===== src/rtl/muldiv_seq_unit.sv =====
// muldiv_seq_unit
//   Multi-cycle multiply/divide unit. Radix-2 Booth multiply and restoring
//   divide, one iteration per clock, in signed and unsigned forms. Operand A
//   is the multiplicand/dividend and operand B is the multiplier/divisor.
//   Results are held in hi_out/lo_out until the next operation completes.
// Ports
//   clk          rising-edge clock
//   rst_n        asynchronous active-low reset (clears all state)
//   start        request, sampled only while busy=0
//   op           00 MUL, 01 MULU, 10 DIV, 11 DIVU
//   operand_a    multiplicand / dividend
//   operand_b    multiplier / divisor
//   busy         operation in progress
//   done         one-cycle pulse, results valid
//   hi_out       MUL: product high half; DIV: remainder
//   lo_out       MUL: product low half;  DIV: quotient
//   div_by_zero  DIV/DIVU divisor was zero; held until the next accepted start
module muldiv_seq_unit #(
  parameter int WIDTH     = 32,
  parameter bit EARLY_OUT = 1'b1
) (
  input  logic             clk,
  input  logic             rst_n,
  input  logic             start,
  input  logic [1:0]       op,
  input  logic [WIDTH-1:0] operand_a,
  input  logic [WIDTH-1:0] operand_b,
  output logic             busy,
  output logic             done,
  output logic [WIDTH-1:0] hi_out,
  output logic [WIDTH-1:0] lo_out,
  output logic             div_by_zero
);

  localparam int CW = $clog2(WIDTH + 1);

  typedef enum logic [1:0] {IDLE, RUN, FINISH} state_t;
  state_t state, state_next;

  logic [1:0]       op_reg;
  logic [WIDTH-1:0] a_reg;      // raw operand A (div-by-zero result, MULU fix-up)
  logic             a_msb_reg;
  logic             b_msb_reg;
  logic [WIDTH:0]   m_reg;      // extended multiplicand, or divisor magnitude
  logic [WIDTH:0]   acc_reg;    // Booth accumulator, or partial remainder
  logic [WIDTH-1:0] q_reg;      // multiplier shifting out, or dividend/quotient
  logic             q_m1_reg;   // Booth q(-1)
  logic [CW-1:0]    cnt_reg;
  logic             short_reg;  // finish after one cycle (zero operand / divisor)

  // ---------------- Input decode at acceptance ----------------
  logic             accept;
  logic             in_signed;
  logic             a_neg_in, b_neg_in;
  logic [WIDTH-1:0] a_mag_in, b_mag_in;
  logic             short_in;

  assign accept    = start && (state != RUN);
  assign in_signed = ~op[0];
  assign a_neg_in  = in_signed & operand_a[WIDTH-1];
  assign b_neg_in  = in_signed & operand_b[WIDTH-1];
  assign a_mag_in  = a_neg_in ? -operand_a : operand_a;
  assign b_mag_in  = b_neg_in ? -operand_b : operand_b;
  assign short_in  = op[1] ? (operand_b == '0)
                           : (EARLY_OUT && ((operand_a == '0) || (operand_b == '0)));

  // ---------------- Iteration datapath ----------------
  logic [WIDTH:0]   mul_sum, div_shift, div_diff, acc_next;
  logic [WIDTH-1:0] div_rem_next, div_q_next, q_next;
  logic [WIDTH-1:0] hi_result, lo_result;
  logic             div_ge, signed_op;

  assign signed_op = ~op_reg[0];

  always_comb begin
    // Booth step: examine (q0, q-1), add/subtract, then arithmetic shift right
    mul_sum = acc_reg;
    case ({q_reg[0], q_m1_reg})
      2'b01:   mul_sum = acc_reg + m_reg;
      2'b10:   mul_sum = acc_reg - m_reg;
      default: mul_sum = acc_reg;
    endcase

    // Restoring step. The remainder is always below the divisor, so the
    // trial difference fits in WIDTH+1 bits and its top bit is the borrow.
    div_shift    = {acc_reg[WIDTH-1:0], q_reg[WIDTH-1]};
    div_diff     = div_shift - m_reg;
    div_ge       = ~div_diff[WIDTH];
    div_rem_next = div_ge ? div_diff[WIDTH-1:0] : div_shift[WIDTH-1:0];
    div_q_next   = {q_reg[WIDTH-2:0], div_ge};

    acc_next  = '0;
    q_next    = '0;
    hi_result = '0;
    lo_result = '0;
    if (op_reg[1]) begin
      acc_next  = {1'b0, div_rem_next};
      q_next    = div_q_next;
      // quotient truncates toward zero, remainder follows the dividend sign
      lo_result = (signed_op & (a_msb_reg ^ b_msb_reg)) ? -div_q_next : div_q_next;
      hi_result = (signed_op & a_msb_reg) ? -div_rem_next : div_rem_next;
    end else begin
      acc_next  = {mul_sum[WIDTH], mul_sum[WIDTH:1]};
      q_next    = {mul_sum[0], q_reg[WIDTH-1:1]};
      lo_result = q_next;
      // WIDTH Booth steps treat the multiplier's top bit as a sign; for MULU
      // a set top bit means the true multiplier is 2^WIDTH larger, so add A
      // back into the high half.
      hi_result = acc_next[WIDTH-1:0] +
                  ((op_reg[0] && b_msb_reg) ? a_reg : {WIDTH{1'b0}});
    end
  end

  // ---------------- FSM ----------------
  always_ff @(posedge clk or negedge rst_n) begin
    if (!rst_n) state <= IDLE;
    else        state <= state_next;
  end

  always_comb begin
    state_next = state;
    case (state)
      IDLE:    state_next = start ? RUN : IDLE;
      RUN:     state_next = (short_reg || (cnt_reg == CW'(1))) ? FINISH : RUN;
      FINISH:  state_next = start ? RUN : IDLE;
      default: state_next = IDLE;
    endcase
  end

  always_comb begin
    busy = (state == RUN);
    done = (state == FINISH);
  end

  // ---------------- Datapath registers ----------------
  always_ff @(posedge clk or negedge rst_n) begin
    if (!rst_n) begin
      op_reg      <= '0;
      a_reg       <= '0;
      a_msb_reg   <= 1'b0;
      b_msb_reg   <= 1'b0;
      m_reg       <= '0;
      acc_reg     <= '0;
      q_reg       <= '0;
      q_m1_reg    <= 1'b0;
      cnt_reg     <= '0;
      short_reg   <= 1'b0;
      hi_out      <= '0;
      lo_out      <= '0;
      div_by_zero <= 1'b0;
    end else if (accept) begin
      op_reg      <= op;
      a_reg       <= operand_a;
      a_msb_reg   <= operand_a[WIDTH-1];
      b_msb_reg   <= operand_b[WIDTH-1];
      acc_reg     <= '0;
      q_m1_reg    <= 1'b0;
      cnt_reg     <= CW'(WIDTH);
      short_reg   <= short_in;
      div_by_zero <= 1'b0;
      if (op[1]) begin
        m_reg <= {1'b0, b_mag_in};
        q_reg <= a_mag_in;
      end else begin
        m_reg <= {in_signed & operand_a[WIDTH-1], operand_a};
        q_reg <= operand_b;
      end
    end else if (state == RUN) begin
      if (short_reg) begin
        if (op_reg[1]) begin
          div_by_zero <= 1'b1;
          lo_out      <= '1;
          hi_out      <= a_reg;
        end else begin
          hi_out <= '0;
          lo_out <= '0;
        end
      end else begin
        acc_reg  <= acc_next;
        q_reg    <= q_next;
        q_m1_reg <= q_reg[0];
        cnt_reg  <= cnt_reg - CW'(1);
        if (cnt_reg == CW'(1)) begin
          hi_out <= hi_result;
          lo_out <= lo_result;
        end
      end
    end
  end

endmodule


===== config.mk =====
export PLATFORM = sky130hd
export DESIGN_NAME = muldiv_seq_unit
export DESIGN_NICKNAME = d
export VERILOG_FILES = /design/src/rtl/muldiv_seq_unit.sv
export SDC_FILE = /design/constraint.sdc
export NUM_CORES = 1
export LEC_CHECK = 0
export ABC_AREA = 1
export CAP_MARGIN = 5
export CORE_ASPECT_RATIO = 1.5
export CORE_MARGIN = 8
export CORE_UTILIZATION = 50
export CTS_BUF_LIST = sky130_fd_sc_hd__clkbuf_4 sky130_fd_sc_hd__clkbuf_8 sky130_fd_sc_hd__clkbuf_16
export DETAILED_ROUTE_END_ITERATION = 10
export PLACE_DENSITY = 0.78
export SLEW_MARGIN = 0
export SYNTH_ARGS = -nofsm -noshare
export SYNTH_HDL_FRONTEND = slang
export SYNTH_SLANG_ARGS = --single-unit
export TNS_END_PERCENT = 30

===== constraint.sdc =====
create_clock -name clk -period 11.7 [get_ports clk]
set_clock_uncertainty 0.1 [all_clocks]
set_input_delay 2.925 -clock clk [delete_from_list [all_inputs] [get_ports clk]]
set_output_delay 2.925 -clock clk [all_outputs]
set_load 0.1 [all_outputs]

==> metrics.yaml <==
cp_data_arrival_time_ps: 6920
synth_area_leaders: "dfrtp_1, nand2_1, inv_1, nor2_1, o21ai_0"
avgSynthCellArea_um2: 6.15
cpPeakStageDelay_ps: 710
vias: 24500
yosysWarnings: 0
start_util_pct: 50.6
cp.required_ps: 12090
grt_pass1_vias: 23800
drt_wl_total_um: 92800
post_cts_buffers: 0
cp_top_family: "compound AO/OA/AOI/OAI gates"
worst-path-buf-inv: 5
ys.flop_type: "dfrtp_1"
clock_path_buffers: 3
via_per_inst: 6.00
drc: 0
cts_tree: "done"
setup_viol: 0
met3_length_um: 6850
timing.fmax_mhz: 153
io_pins: 136
first_iter_violations: 2812
slowest_stage: "o21ai_0"
status: "completed"
rows: 92
slew_headroom_pct: 17.2
hold_buffers: 0
worstMarginPinSlew_ps: 1230
htreeDepth: 1
die_h_um: 268
crit_path_end_kind: "flip-flop"
layout-drive-gt1-share_pct: 4.65
crit_fanout: 20
syn_inst: 3449
syn_area_mm2: 0.0212
synth_common_cells: "nand2_1, inv_1, nor2_1, o21ai_0, a21oi_1"
dieWidth_um: 184
cts_root_buffer: "clkbuf_16"
core-area_mm2: 0.0419
clkSinkCount: 208
post_cts_resized: 0
dpl.hpwl_um: 73500
cap_viol_max_count: 0
synth_top_cell_by_area: "dfrtp_1"
met1_length_um: 33200
die_area_mm2: 0.0494
nNetsFinal: 3681
antennaDiodeCount: 0
yosysMostFrequentCell: "nand2_1"
grt_remaining_overflow: 0
wl_met2_um: 43300
min_path_type: "reg -> reg"
slew_viol_final: 0
grt_util_all_layers_pct: 36.9
clk_latency_ps: 570
drtAntennaViolNets: 0
routedWlPerCell_um: 22.7
firstDrtPassIters: 8
hold_viol_final: 0
synth.top_cell.area_share_pct: 24.6
critPathKind: "reg -> reg"
grt_max_degree: 96
place_congestion: 1.07
grt_pass1_wl_um: 139000
numCtsBuffers: 23
yosysUniqueCellTypes: 57
antenna_found_initial: 1
post-route-period-util_pct: 55.8
postSynth.asyncResetShare_pct: 100
setup_tns_ps: 0
path_clk_slew_ps: 80
rsz0062_at_grt: "no"
cp-start-kind: "flip-flop"
syn_to_final_growth_pct: 11.9
seq_area_frac_synth_pct: 24.6
synth.ff_latch_count: 208
nFillCells: 4366
portBuffers: 135
fin_crit_ps: 6530
synth_edf_count: 0
syn_nets: 3622
cpMostUsedCell: "nand2_1"
top_layer_used: "met4"
[worst register-to-register path: cells and delay by family (launching register included)]
kind,cells,cell delay [ps]
AND/OR/NAND/NOR,9,1230
buffers and inverters,5,820
AO/OA/AOI/OAI,7,2130
flip-flops,1,410
XOR/XNOR,2,390
adder cells (fa/ha/maj),3,1410
[through the flow]
step	instances	hold slack (ps)	util, %	worst slack (ps)	instance area [µm²]
2_1_floorplan	3449	358	-	6460	21200
3_3_place_gp	4047	370	54.8	5440	23000
3_5_place_dp	4047	375	54.8	5370	23000
4_1_cts	4089	392	56.6	5450	23700
5_1_grt	4089	418	56.6	4710	23700
6_report	4089	390	56.6	5170	23700
[path summary, 6_finish.rpt]
kind                             start     endpoint  slack, ps  cells after the start
setup / recovery              q_reg[0]   hi_out[22]       5170                     26
hold / removal             div_by_zero  div_by_zero        390                      2
setup reg to reg              q_reg[0]   hi_out[22]       5170                     26
hold reg to reg            div_by_zero  div_by_zero        390                      2
max in group asynchronous        rst_n    op_reg[1]       7810                      2
min in group asynchronous        rst_n   hi_out[21]       2280                      1
[layout by cell type, fill, tap and decap left out, types with 4 or more instances in the layout]
| master | Yosys | layout |
|---|---|---|
| a221oi_1 | 26 | 26 |
| nor3_1 | 35 | 34 |
| dfrtp_1 | 208 | 207 |
| o211ai_1 | 14 | 14 |
| o21ai_0 | 265 | 265 |
| inv_2 | 6 | 10 |
| nand2_2 | 14 | 16 |
| nand3_1 | 213 | 213 |
| nand4_1 | 37 | 37 |
| buf_4 | 3 | 28 |
| or2_2 | 23 | 23 |
| a21oi_2 | 5 | 5 |
| ha_1 | 101 | 101 |
| nand2_1 | 930 | 928 |
| nand3b_1 | 17 | 17 |
| nor4_1 | 12 | 12 |
| xnor2_1 | 9 | 9 |
| clkinv_2 | 0 | 6 |
| a31oi_1 | 54 | 54 |
| nor2_4 | 2 | 4 |
| a32oi_1 | 5 | 5 |
| clkdlybuf4s50_1 | 0 | 134 |
| nor2_1 | 374 | 368 |
| inv_1 | 462 | 458 |
| o22ai_1 | 14 | 14 |
| xor2_1 | 102 | 102 |
| o221ai_1 | 26 | 26 |
| clkbuf_16 | 0 | 23 |
| a22oi_1 | 28 | 28 |
| o21ai_2 | 6 | 6 |
| nand3_2 | 5 | 5 |
| nor2_2 | 7 | 11 |
| o31ai_1 | 12 | 12 |
| a21oi_1 | 245 | 245 |
| o21bai_1 | 19 | 19 |
| o21ai_1 | 8 | 8 |
| clkbuf_8 | 0 | 4 |
[cell families (layout without fill, tap and decap cells)]
kind of cell             Yosys count  in the layout  share of synthesized area [%]
flip-flops                       208            208                           24.6
AND/OR/NAND/NOR                 1682           1682                           33.3
adder cells (fa/ha/maj)          104            104                           6.25
XOR/XNOR                         111            111                           4.59
AO/OA/AOI/OAI                    744            744                           20.4
buffers and inverters            600            676                           11.0
[per-layer routing]
metal	vias to the layer above	track usage [%]
met3	376	4.23
li1	11500	-
met5	-	0
met4	0	31.3
met2	1375	62.1
met1	11300	41.4
[area by class of cell]
type / count / area (µm²) / share of cell area, %
well taps: 564 / 706 / 2.97
inverters: 471 / 1770 / 7.45
clock inverters: 12 / 124 / 0.522
multi-input cells: 2641 / 13700 / 57.7
clock buffers: 30 / 653 / 2.75
flip-flops and latches: 208 / 5210 / 22.0
repair buffers: 163 / 1570 / 6.60
Power is not shown: default switching activity piles up to over one toggle a cycle in this logic, so the estimate is an artifact.
